**src/rtl/mul3_mac_seq_pkg.sv**
```systemverilog
// -----------------------------------------------------------------------------
// mul3_mac_seq_pkg
//   Shared definitions for the 3-bit multiply-accumulate stage.
//   Contents:
//     OPND_W   operand width of the array multiplier (3)
//     PROD_W   product width (2*OPND_W = 6, max value 49)
//     state_e  frame FSM encoding: ST_ACC=0, ST_DRAIN=1, ST_OUT=2
// -----------------------------------------------------------------------------
package mul3_mac_seq_pkg;

   localparam int OPND_W = 3;
   localparam int PROD_W = 2 * OPND_W;

   typedef enum logic [1:0] {
      ST_ACC   = 2'd0,
      ST_DRAIN = 2'd1,
      ST_OUT   = 2'd2
   } state_e;

endpackage : mul3_mac_seq_pkg

```
**src/rtl/array_mul3_bip.sv**
```systemverilog
// -----------------------------------------------------------------------------
// array_mul3_bip
//   Purely combinational 3x3 unsigned array multiplier.
//   Ports:
//     a     in   OPND_W  unsigned multiplicand
//     b     in   OPND_W  unsigned multiplier
//     prod  out  PROD_W  a*b
// -----------------------------------------------------------------------------
module array_mul3_bip
   import mul3_mac_seq_pkg::*;
(
   input  logic [OPND_W-1:0] a,
   input  logic [OPND_W-1:0] b,
   output logic [PROD_W-1:0] prod
);

   // One shifted partial product per multiplier bit, summed as an array.
   logic [PROD_W-1:0] pp [OPND_W];

   always_comb begin
      for (int i = 0; i < OPND_W; i++) begin
         pp[i] = b[i] ? (PROD_W'(a) << i) : '0;
      end
   end

   always_comb begin
      prod = '0;
      for (int i = 0; i < OPND_W; i++) begin
         prod = prod + pp[i];
      end
   end

endmodule : array_mul3_bip

```
**src/rtl/mul3_mac_seq.sv**
```systemverilog
// -----------------------------------------------------------------------------
// mul3_mac_seq
//   Sequential multiply-accumulate stage. Accepts 3-bit operand pairs over a
//   valid/ready handshake, registers each pair, multiplies it in the array
//   multiplier on the following cycle and accumulates N_TERMS products into a
//   saturating ACC_W-bit sum that is presented over a valid/ready handshake.
//   Parameters:
//     N_TERMS  operand pairs per frame (>=1)
//     ACC_W    accumulator width (>= PROD_W)
//   Ports:
//     clk        in   1       rising-edge clock
//     rst_n      in   1       synchronous active-low reset
//     in_valid   in   1       operand pair valid
//     in_ready   out  1       stage can accept a pair (ACC state, no clear)
//     a, b       in   3       unsigned operands
//     clear      in   1       synchronous frame flush
//     out_valid  out  1       acc_out holds a completed frame
//     out_ready  in   1       consumer takes the frame
//     acc_out    out  ACC_W   accumulated (saturated) sum
//     ovf        out  1       sticky saturation flag for the current frame
//     term_cnt   out  CNT_W   pairs accepted in the current frame
// -----------------------------------------------------------------------------
module mul3_mac_seq
   import mul3_mac_seq_pkg::*;
#(
   parameter int N_TERMS = 8,
   parameter int ACC_W   = 9,
   localparam int CNT_W  = $clog2(N_TERMS + 1)
)(
   input  logic              clk,
   input  logic              rst_n,
   input  logic              in_valid,
   output logic              in_ready,
   input  logic [OPND_W-1:0] a,
   input  logic [OPND_W-1:0] b,
   input  logic              clear,
   output logic              out_valid,
   input  logic              out_ready,
   output logic [ACC_W-1:0]  acc_out,
   output logic              ovf,
   output logic [CNT_W-1:0]  term_cnt
);

   localparam logic [CNT_W-1:0] LAST_CNT = CNT_W'(N_TERMS);

   state_e              state_q;
   logic [ACC_W-1:0]    acc_q;
   logic                ovf_q;
   logic [CNT_W-1:0]    cnt_q;
   logic                p_vld_q;
   logic [OPND_W-1:0]   a_q;
   logic [OPND_W-1:0]   b_q;

   logic [PROD_W-1:0]   prod;
   logic [ACC_W:0]      acc_sum_d;   // {saturated, sum}
   logic [CNT_W-1:0]    cnt_d;
   logic                hs_d;

   // Unsigned add with one guard bit; a carry into the guard bit clamps the
   // result to all-ones and flags saturation in the returned MSB.
   function automatic logic [ACC_W:0] sat_add(input logic [ACC_W-1:0] acc,
                                              input logic [PROD_W-1:0] p);
      logic [ACC_W:0] sum;
      sum = {1'b0, acc} + (ACC_W+1)'(p);
      if (sum[ACC_W]) begin
         return {1'b1, {ACC_W{1'b1}}};
      end
      return {1'b0, sum[ACC_W-1:0]};
   endfunction

   array_mul3_bip u_mul (
      .a    (a_q),
      .b    (b_q),
      .prod (prod)
   );

   // in_ready is masked by clear so a flush never swallows a new pair.
   assign in_ready  = (state_q == ST_ACC) && !clear;
   assign out_valid = (state_q == ST_OUT);
   assign acc_out   = acc_q;
   assign ovf       = ovf_q;
   assign term_cnt  = cnt_q;

   always_comb begin
      hs_d      = in_valid && in_ready;
      cnt_d     = cnt_q + 1'b1;
      acc_sum_d = sat_add(acc_q, prod);
   end

   // Operand register: data only, loaded on an accepted handshake.
   always_ff @(posedge clk) begin
      if (hs_d) begin
         a_q <= a;
         b_q <= b;
      end
   end

   // Frame FSM, term counter and saturating accumulator.
   always_ff @(posedge clk) begin
      if (!rst_n || clear) begin
         // Reset and clear both abandon the frame, discarding any pending
         // product, so no partial result can ever reach the output.
         state_q <= ST_ACC;
         acc_q   <= '0;
         ovf_q   <= 1'b0;
         cnt_q   <= '0;
         p_vld_q <= 1'b0;
      end else begin
         case (state_q)
            ST_ACC: begin
               // The product of the pair taken last cycle is added now.
               if (p_vld_q) begin
                  acc_q <= acc_sum_d[ACC_W-1:0];
                  ovf_q <= ovf_q | acc_sum_d[ACC_W];
               end
               if (hs_d) begin
                  p_vld_q <= 1'b1;
                  cnt_q   <= cnt_d;
                  if (cnt_d == LAST_CNT) begin
                     state_q <= ST_DRAIN;
                  end
               end else begin
                  p_vld_q <= 1'b0;
               end
            end
            ST_DRAIN: begin
               // Fold in the last accepted pair before presenting the frame.
               if (p_vld_q) begin
                  acc_q <= acc_sum_d[ACC_W-1:0];
                  ovf_q <= ovf_q | acc_sum_d[ACC_W];
               end
               p_vld_q <= 1'b0;
               state_q <= ST_OUT;
            end
            ST_OUT: begin
               // Result is held until the consumer takes it.
               if (out_ready) begin
                  acc_q   <= '0;
                  ovf_q   <= 1'b0;
                  cnt_q   <= '0;
                  state_q <= ST_ACC;
               end
            end
            default: begin
               state_q <= ST_ACC;
               p_vld_q <= 1'b0;
            end
         endcase
      end
   end

endmodule : mul3_mac_seq

```
**config.mk**
```make
export PLATFORM = sky130hd
export DESIGN_NAME = mul3_mac_seq
export DESIGN_NICKNAME = d
export VERILOG_FILES = /design/src/rtl/mul3_mac_seq_pkg.sv /design/src/rtl/array_mul3_bip.sv /design/src/rtl/mul3_mac_seq.sv
export SDC_FILE = /design/constraint.sdc
export NUM_CORES = 1
export LEC_CHECK = 0
export CORE_ASPECT_RATIO = 0.5
export CORE_MARGIN = 2
export CORE_UTILIZATION = 40
export CTS_CLUSTER_DIAMETER = 150
export CTS_CLUSTER_SIZE = 10
export DETAILED_ROUTE_END_ITERATION = 10
export DONT_BUFFER_PORTS = 1
export PLACE_DENSITY = 0.58
export SKIP_LAST_GASP = 1
export SLEW_MARGIN = 15
export SYNTH_ARGS = -nofsm -noshare
export SYNTH_HDL_FRONTEND = slang
export SYNTH_HIERARCHICAL = 1
export SYNTH_SLANG_ARGS = --single-unit
export TNS_END_PERCENT = 1
```
**constraint.sdc**
```tcl
create_clock -name clk -period 2.7 [get_ports clk]
set_input_delay 0.135 -clock clk [delete_from_list [all_inputs] [get_ports clk]]
set_output_delay 0.135 -clock clk [all_outputs]
set_load 0.03 [all_outputs]
```
==> results of run 1 <==
logic make-up (layout without fill, tap and decap cells):
group | after synthesis | count (layout) | share of synthesized area [%]
AO/OA/AOI/OAI | 38 | 38 | 19.5
XOR/XNOR | 4 | 4 | 2.44
adder cells (fa/ha/maj) | 15 | 15 | 14.6
buffers and inverters | 12 | 30 | 3.83
flip-flops | 23 | 23 | 36.2
multiplexers | 3 | 3 | 2.09
AND/OR/NAND/NOR | 58 | 58 | 21.3
what timing repair did:
item | CTS | global route
endpoints found under the hold margin | 6 | 0
resized for setup | 2 | 4
hold buffers | 6 | 0
setup endpoints to repair | 10 | 10
pin swaps | 3 | 2
per-stage QoR:
step                std cells  setup WS, ns  util (%)  cell area [um2]  hold WS [ns]
floorplan                 153        -0.247         -             1460         0.234
global placement          212        -0.429      46.4             1590         0.234
detailed placement        212        -0.457      46.4             1590         0.234
CTS                       222        -0.367      49.6             1700        0.0812
global route              222        -0.602      50.1             1720        0.0992
finish                    222        -0.389      50.1             1720        0.0864
critical path: cells and delay by family, from the launching register on:
family | cells | cell delay (ns)
compound gates | 5 | 0.84
buf+inv | 2 | 0.11
simple gates | 1 | 0.18
fa+ha+maj | 4 | 1.49
flops | 1 | 0.40
sequential cells by signal, summed over array words and instances, names as in the netlist:
signal    cells
ovf           1
b_q           3
acc_out       9
term_cnt      4
p_vld_q       1
a_q           3
state_q       2
synth_stat cells (2+ instances only):
| library cell | instances | area share (%) |
|---|---|---|
| sky130_fd_sc_hd__a21o_1 | 2 | 1.0 |
| sky130_fd_sc_hd__edfxtp_1 | 6 | 13 |
| sky130_fd_sc_hd__a31oi_1 | 3 | 1.3 |
| sky130_fd_sc_hd__nand2_1 | 8 | 2.1 |
| sky130_fd_sc_hd__xor2_1 | 3 | 1.8 |
| sky130_fd_sc_hd__inv_1 | 7 | 1.8 |
| sky130_fd_sc_hd__nand2b_1 | 3 | 1.3 |
| sky130_fd_sc_hd__o21ai_0 | 2 | 0.70 |
| sky130_fd_sc_hd__buf_2 | 2 | 0.70 |
| sky130_fd_sc_hd__mux2i_1 | 3 | 2.1 |
| sky130_fd_sc_hd__o21a_1 | 2 | 1.0 |
| sky130_fd_sc_hd__nor3_1 | 5 | 1.7 |
| sky130_fd_sc_hd__a21oi_1 | 13 | 4.5 |
| sky130_fd_sc_hd__nor2_1 | 16 | 4.2 |
| sky130_fd_sc_hd__and2_1 | 10 | 4.4 |
| sky130_fd_sc_hd__fa_1 | 3 | 4.2 |
| sky130_fd_sc_hd__ha_1 | 12 | 10 |
| sky130_fd_sc_hd__dfxtp_1 | 17 | 24 |
| sky130_fd_sc_hd__a211oi_1 | 6 | 3.1 |
| sky130_fd_sc_hd__and3_1 | 2 | 0.87 |
| sky130_fd_sc_hd__nand3_1 | 6 | 2.1 |
| sky130_fd_sc_hd__nor2b_1 | 4 | 1.7 |
how the worst max path moves through the flow:
stage / start / to / slack [ns] / depth (start not counted)
floorplan: a_q[0] / acc_out[8] / -0.25 / 12
global placement: b_q[2] / acc_out[8] / -0.43 / 12
detailed placement: a_q[0] / acc_out[8] / -0.46 / 12
CTS: a_q[0] / acc_out[8] / -0.37 / 12
global route: a_q[0] / acc_out[7] / -0.60 / 13
finish: a_q[0] / acc_out[5] / -0.39 / 12
layout by cell type (no fill, tap or decap), types with 5 or more instances in the layout:
cell                            netlist  final
sky130_fd_sc_hd__dlygate4sd3_1        0      6
sky130_fd_sc_hd__dfxtp_1             17     17
sky130_fd_sc_hd__edfxtp_1             6      6
sky130_fd_sc_hd__nand2_1              8      8
sky130_fd_sc_hd__inv_1                7      7
sky130_fd_sc_hd__nor3_1               5      5
sky130_fd_sc_hd__buf_4                0     13
sky130_fd_sc_hd__ha_1                12     10
sky130_fd_sc_hd__nand3_1              6      6
sky130_fd_sc_hd__a21oi_1             13     10
sky130_fd_sc_hd__nor2_1              16     15
sky130_fd_sc_hd__and2_1              10      9
sky130_fd_sc_hd__a211oi_1             6      6
area by class of cell:
class,count,area [um2]
Fill cell,330,1710
Multi-Input combinational cell,118,908
Sequential cell,23,520
Timing Repair Buffer,19,158
Tap cell,51,63.8
Clock buffer,4,45.0
Inverter,7,26.3
power breakdown:
part / switching, mW / leakage [nW] / internal [mW]
sequential: 0.00829 / 0.193 / 0.362
clock: 0.112 / 0.0228 / 0.105
combinational: 0.0645 / 0.442 / 0.0674
per-layer routing:
| metal | routed length [um] | GRT usage, % | vias up | share of wire (%) |
|---|---|---|---|---|
| met4 | 0 | 4.55 | 0 | 0 |
| li1 | - | - | 590 | - |
| met1 | 1580 | 22.9 | 542 | 50 |
| met2 | 1440 | 27.0 | 19 | 45 |
| met5 | 0 | 0 | - | 0 |
| met3 | 143 | 5.38 | 0 | 4.5 |
==> metrics.txt, run 1 <==
# TYPE chip_impl_metric gauge
chip_impl_info{name="run_status",value="complete, but fails checks"} 1
chip_impl_info{name="violations",value="negative setup slack"} 1
chip_impl_metric{name="clock_transition_at_path_regs",unit="ns"} 0.08
chip_impl_metric{name="std_cell_rows",unit=""} 15
chip_impl_info{name="path_cells",value="and2_4 -> fa_1 -> ha_2 -> inv_1 -> fa_2 -> inv_1 -> ha_4 -> o211ai_1 -> o21ai_2 -> a211oi_1 -> a311o_1 -> a21oi_2"} 1
chip_impl_metric{name="slew_violations",unit=""} 0
chip_impl_metric{name="grt_max_degree",unit=""} 14
chip_impl_metric{name="pwr_density_cell",unit="nW/um2"} 418
chip_impl_metric{name="post_synth_num_cell_types",unit=""} 40
chip_impl_info{name="cp-start-kind",value="register"} 1
chip_impl_metric{name="ff2ff_setup_slack",unit="ns"} -0.39
chip_impl_metric{name="wl_per_cell",unit="um"} 14.3
chip_impl_info{name="cts_root_buf",value="sky130_fd_sc_hd__clkbuf_8"} 1
chip_impl_metric{name="syn_nets",unit=""} 179
chip_impl_metric{name="clock_latency_reported_for_the_late_side_of_the_worst_skew_pair",unit="ns"} 0.27
chip_impl_metric{name="synth.yosys.warnings",unit=""} 6
chip_impl_metric{name="detailedRoute.firstPassIterationCount",unit=""} 4
chip_impl_metric{name="totalWireLength",unit="um"} 3170
chip_impl_metric{name="cts_buffers",unit=""} 3
chip_impl_metric{name="die-width",unit="um"} 88.7
chip_impl_metric{name="ff_latch_count_synth",unit=""} 23
chip_impl_metric{name="clock.fmax",unit="MHz"} 324
chip_impl_metric{name="place.gp.congestion",unit=""} 0.822
chip_impl_metric{name="detailroute.via_count",unit=""} 1151
chip_impl_info{name="worst_r2r_startpoint",value="a_q[0]"} 1
chip_impl_metric{name="portBuffers",unit=""} 0
chip_impl_metric{name="clock_sinks",unit=""} 23
chip_impl_metric{name="first_iter_violations",unit=""} 62
chip_impl_metric{name="finalClockSkew",unit="ns"} 0.00304
chip_impl_metric{name="worstMarginPinSlew",unit="ns"} 0.935
chip_impl_metric{name="synth_area_per_cell",unit="um2"} 9.39
chip_impl_metric{name="half_perimeter_wire_length_after_placement",unit="um"} 2370
chip_impl_metric{name="route.detailed.drc",unit=""} 0
chip_impl_info{name="worst_r2r_endpoint",value="acc_out[5]"} 1
chip_impl_metric{name="syn-instance-count",unit=""} 153
chip_impl_info{name="criticalPathCategory",value="register to register"} 1
chip_impl_metric{name="area.growth.synth_to_final",unit="%"} 19.9
chip_impl_metric{name="number_of_ports_placed_on_the_die_boundary",unit=""} 27
chip_impl_info{name="timing.hold.worst.start",value="out_ready"} 1
chip_impl_metric{name="placeableCoreArea",unit="um2"} 3430
chip_impl_metric{name="final_nets",unit=""} 198
chip_impl_metric{name="initial_core_utilization",unit="%"} 41.8
chip_impl_metric{name="drive_above_1_share",unit="%"} 19.3
chip_impl_metric{name="die_area",unit="um2"} 4120
chip_impl_metric{name="power.leakage",unit="nW"} 0.658
chip_impl_metric{name="worst_hold_path.num_cells",unit=""} 2
chip_impl_metric{name="critical_path.max_stage_delay",unit="ns"} 0.54
chip_impl_metric{name="mappedNetlistArea",unit="um2"} 1440
chip_impl_metric{name="final-hold-violation-count",unit=""} 0
chip_impl_info{name="worst_path_max_delay_cell",value="sky130_fd_sc_hd__fa_1"} 1
chip_impl_info{name="yosys_most_used_dff",value="sky130_fd_sc_hd__dfxtp_1"} 1
chip_impl_metric{name="report.final.setup_viol",unit=""} 10
chip_impl_info{name="worstHoldPathType",value="input port to register"} 1
chip_impl_metric{name="grt_use_total",unit="%"} 17.1
chip_impl_metric{name="viasPerCell",unit=""} 5.18
chip_impl_metric{name="synth_enable_flop_cells",unit=""} 6
chip_impl_metric{name="worst_ir_drop_on_vdd",unit="uV"} 174
chip_impl_metric{name="maxSlewHeadroom",unit="%"} 37.2
chip_impl_metric{name="cp_data_arrival_time",unit="ns"} 3.28
chip_impl_metric{name="ys_seq_area_share",unit="%"} 36.2
chip_impl_metric{name="grt_pass1_vias",unit=""} 1082
chip_impl_metric{name="setup-tns-final",unit="ns"} -3.11
chip_impl_metric{name="max_cap_viol_count",unit=""} 0
chip_impl_metric{name="dieHeight",unit="um"} 46.4
chip_impl_info{name="unrepaired_setup_endpoints_after_global_routing",value="yes"} 1
chip_impl_metric{name="design_power_total",unit="mW"} 0.720
chip_impl_metric{name="clock_tree.buffer_depth",unit=""} 2
chip_impl_metric{name="final.period_utilization",unit="%"} 114
chip_impl_info{name="tritoncts_clock_tree",value="yes"} 1
chip_impl_metric{name="timing.final.crit_period",unit="ns"} 3.09
chip_impl_metric{name="grt_pass1_wl",unit="um"} 5200
chip_impl_metric{name="cp_data_required_time",unit="ns"} 2.89
chip_impl_metric{name="antenna_left",unit=""} 0
chip_impl_metric{name="r2r.worst_path.cells",unit=""} 12
chip_impl_info{name="timing.critical_path.to_type",value="register"} 1
chip_impl_info{name="worst_path_most_repeated_cell",value="sky130_fd_sc_hd__inv_1"} 1
chip_impl_metric{name="grt-ovfl-total",unit=""} 0
chip_impl_metric{name="cts_setup_buffers",unit=""} 0
chip_impl_metric{name="cts_htree_levels",unit=""} 1
chip_impl_metric{name="async_flop_share",unit="%"} 0
chip_impl_metric{name="diodes",unit=""} 0
chip_impl_metric{name="antenna_found_initial",unit=""} 0
chip_impl_metric{name="critical_path.max_fanout",unit=""} 3
chip_impl_info{name="holdPathEnd",value="state_q[0]"} 1
chip_impl_metric{name="timing.final.ws_setup",unit="ns"} -0.389
Power figures use the tool's default switching activity.
==> run 2: changes to the inputs <==
--- a/config.mk
+++ b/config.mk
@@ -13,6 +13,7 @@
 export DETAILED_ROUTE_END_ITERATION = 10
 export DONT_BUFFER_PORTS = 1
 export PLACE_DENSITY = 0.58
+export RECOVER_POWER = 100
 export SKIP_LAST_GASP = 1
 export SLEW_MARGIN = 15
 export SYNTH_ARGS = -nofsm -noshare
==> metrics.txt, run 2 (same netlist as run 1, synthesis figures left out) <==
# TYPE chip_impl_metric gauge
chip_impl_metric{name="detailedRoute.firstPassIterationCount",unit=""} 4
chip_impl_info{name="worstHoldPathType",value="input port to register"} 1
chip_impl_info{name="cp-start-kind",value="register"} 1
chip_impl_metric{name="grt_pass1_wl",unit="um"} 5200
chip_impl_metric{name="maxSlewHeadroom",unit="%"} 36.6
chip_impl_metric{name="final.period_utilization",unit="%"} 115
chip_impl_info{name="mostFrequentLayoutCell",value="sky130_fd_sc_hd__dfxtp_1"} 1
chip_impl_metric{name="worstMarginPinSlew",unit="ns"} 0.944
chip_impl_metric{name="finalClockSkew",unit="ns"} 0.00502
chip_impl_metric{name="max_cap_viol_count",unit=""} 0
chip_impl_metric{name="area.growth.synth_to_final",unit="%"} 17.2
chip_impl_metric{name="wp_buf_inv",unit=""} 2
chip_impl_metric{name="report.final.setup_viol",unit=""} 10
chip_impl_metric{name="portBuffers",unit=""} 0
chip_impl_metric{name="placed_area",unit="um2"} 1590
chip_impl_metric{name="cts_setup_buffers",unit=""} 0
chip_impl_info{name="worst_path_max_delay_cell",value="sky130_fd_sc_hd__fa_1"} 1
chip_impl_metric{name="max_ffs_per_register",unit=""} 9
chip_impl_metric{name="grt_use_total",unit="%"} 17.1
chip_impl_metric{name="antenna_left",unit=""} 0
chip_impl_metric{name="die_area",unit="um2"} 4120
chip_impl_info{name="violations",value="negative setup slack"} 1
chip_impl_info{name="run_status",value="complete, but fails checks"} 1
chip_impl_metric{name="die-width",unit="um"} 88.7
chip_impl_metric{name="timing.final.ws_setup",unit="ns"} -0.396
chip_impl_metric{name="slew_violations",unit=""} 0
chip_impl_metric{name="worst_ir_drop_on_vdd",unit="uV"} 173
chip_impl_metric{name="clock_latency_reported_for_the_late_side_of_the_worst_skew_pair",unit="ns"} 0.27
chip_impl_metric{name="clock.fmax",unit="MHz"} 323
chip_impl_metric{name="grt_max_degree",unit=""} 14
chip_impl_metric{name="power.leakage",unit="nW"} 0.642
chip_impl_info{name="criticalPathCategory",value="register to register"} 1
chip_impl_metric{name="critical_path.max_stage_delay",unit="ns"} 0.54
chip_impl_info{name="unrepaired_setup_endpoints_after_global_routing",value="yes"} 1
chip_impl_info{name="tritoncts_clock_tree",value="yes"} 1
chip_impl_metric{name="viasPerCell",unit=""} 5.18
chip_impl_metric{name="cts_buffers",unit=""} 3
chip_impl_metric{name="critical_path.max_fanout",unit=""} 3
chip_impl_metric{name="cts_htree_levels",unit=""} 1
chip_impl_metric{name="route.detailed.drc",unit=""} 0
chip_impl_metric{name="placeableCoreArea",unit="um2"} 3430
chip_impl_info{name="timing.critical_path.to_type",value="register"} 1
chip_impl_metric{name="cp_data_required_time",unit="ns"} 2.89
chip_impl_metric{name="pwr_density_cell",unit="nW/um2"} 427
chip_impl_info{name="grt-busiest-layer",value="met2"} 1
chip_impl_metric{name="half_perimeter_wire_length_after_placement",unit="um"} 2370
chip_impl_metric{name="placement_setup_slack",unit="ns"} -0.457
chip_impl_metric{name="final_nets",unit=""} 198
chip_impl_metric{name="timing.final.crit_period",unit="ns"} 3.10
chip_impl_info{name="leading_cell_types_in_the_layout_fill_and_taps_excluded",value="17 x sky130_fd_sc_hd__dfxtp_1, 15 x sky130_fd_sc_hd__nor2_1, 10 x sky130_fd_sc_hd__a21oi_1, 10 x sky130_fd_sc_hd__ha_1, 10 x sky130_fd_sc_hd__buf_4"} 1
chip_impl_metric{name="clock_tree.buffer_depth",unit=""} 2
chip_impl_info{name="cts_root_buf",value="sky130_fd_sc_hd__clkbuf_8"} 1
chip_impl_metric{name="wl_per_cell",unit="um"} 14.4
chip_impl_metric{name="global_route.usage.met2",unit="%"} 27.0
chip_impl_metric{name="cp_data_arrival_time",unit="ns"} 3.29
chip_impl_metric{name="detailroute.via_count",unit=""} 1150
chip_impl_metric{name="dieHeight",unit="um"} 46.4
chip_impl_metric{name="totalWireLength",unit="um"} 3210
chip_impl_metric{name="setup-tns-final",unit="ns"} -3.15
chip_impl_metric{name="std_cell_rows",unit=""} 15
chip_impl_metric{name="final_util",unit="%"} 49.0
chip_impl_metric{name="drive_above_1_share",unit="%"} 15.8
chip_impl_metric{name="grt_pass1_vias",unit=""} 1082
chip_impl_info{name="timing.critical_path.max_delay_family",value="adder cells"} 1
chip_impl_metric{name="groute.layer.met1.usage",unit="%"} 22.9
chip_impl_metric{name="first_iter_violations",unit=""} 59
chip_impl_metric{name="antenna_found_initial",unit=""} 0
chip_impl_metric{name="finalInstanceArea",unit="um2"} 1680
chip_impl_metric{name="design_power_total",unit="mW"} 0.719
chip_impl_metric{name="place.gp.congestion",unit=""} 0.822
chip_impl_metric{name="grt-ovfl-total",unit=""} 0
chip_impl_metric{name="number_of_ports_placed_on_the_die_boundary",unit=""} 27
chip_impl_metric{name="clock_transition_at_path_regs",unit="ns"} 0.08
chip_impl_metric{name="grt_use_met3",unit="%"} 5.38
chip_impl_info{name="worst_path_most_repeated_cell",value="sky130_fd_sc_hd__inv_1"} 1
chip_impl_metric{name="diodes",unit=""} 0
chip_impl_info{name="path_cells",value="and2_4 -> fa_1 -> ha_2 -> inv_1 -> fa_2 -> inv_1 -> ha_4 -> o211ai_1 -> o21ai_2 -> a211oi_1 -> a311o_1 -> a21oi_2"} 1
chip_impl_metric{name="initial_core_utilization",unit="%"} 41.8
chip_impl_metric{name="clock_sinks",unit=""} 23
chip_impl_metric{name="final-hold-violation-count",unit=""} 0
==> run 2: cell types whose count changed in the layout (fill, tap and decap cells not counted) <==
| cell | before | now |
|---|---|---|
| sky130_fd_sc_hd__buf_4 | 13 | 10 |
| sky130_fd_sc_hd__nor4b_2 | 1 | 0 |
| sky130_fd_sc_hd__nor4b_1 | 1 | 2 |
| sky130_fd_sc_hd__clkbuf_1 | 1 | 4 |
| sky130_fd_sc_hd__a2111oi_0 | 0 | 1 |
| sky130_fd_sc_hd__or3b_1 | 0 | 1 |
| sky130_fd_sc_hd__or3b_4 | 1 | 0 |
| sky130_fd_sc_hd__a2111oi_4 | 1 | 0 |
==> run 2: area by class of cell <==
cell class	instances	area [um2]
Multi-Input combinational cell	118	881
Tap cell	51	63.8
Clock buffer	4	45.0
Timing Repair Buffer	19	146
Sequential cell	23	520
Fill cell	338	1750
Inverter	7	26.3
==> run 2: stage by stage <==
stage / std cells / hold slack [ns]
after floorplan: 153 / 0.234
after global placement: 212 / 0.234
after detailed placement: 212 / 0.234
after CTS: 222 / 0.0812
after global routing: 222 / 0.0991
final: 222 / 0.0867
==> run 2: final timing paths <==
kind,cells after the start,startpoint,slack (ns),to
max,12,a_q[0],-0.40,acc_out[5]
min,2,out_ready,0.09,state_q[0]
max reg2reg,12,a_q[0],-0.40,acc_out[5]
min reg2reg,2,p_vld_q,0.52,p_vld_q
==> run 2: power by group <==
part / switching (mW) / internal (mW)
Combinational: 0.0643 / 0.0655
Sequential: 0.00827 / 0.362
Clock: 0.113 / 0.106
==> run 2: timing repair <==
action,4_1_cts,5_1_grt
pin swaps,3,2
setup endpoints to repair,10,10
hold buffers,6,0
resized for setup,2,4
hold endpoints to repair,6,0
==> run 2: worst register-to-register path: cells and delay by family, from the launching register on <==
kind	cells	cell delay [ns]
flops	1	0.40
buf+inv	2	0.11
fa+ha+maj	4	1.49
compound gates	5	0.84
simple gates	1	0.18
==> run 2: per-layer routing <==
metal | up-vias | part of all wire, %
li1 | 590 | -
met1 | 540 | 50
met2 | 16 | 45
met3 | 4 | 4.3
met4 | 0 | 0.66
met5 | - | 0
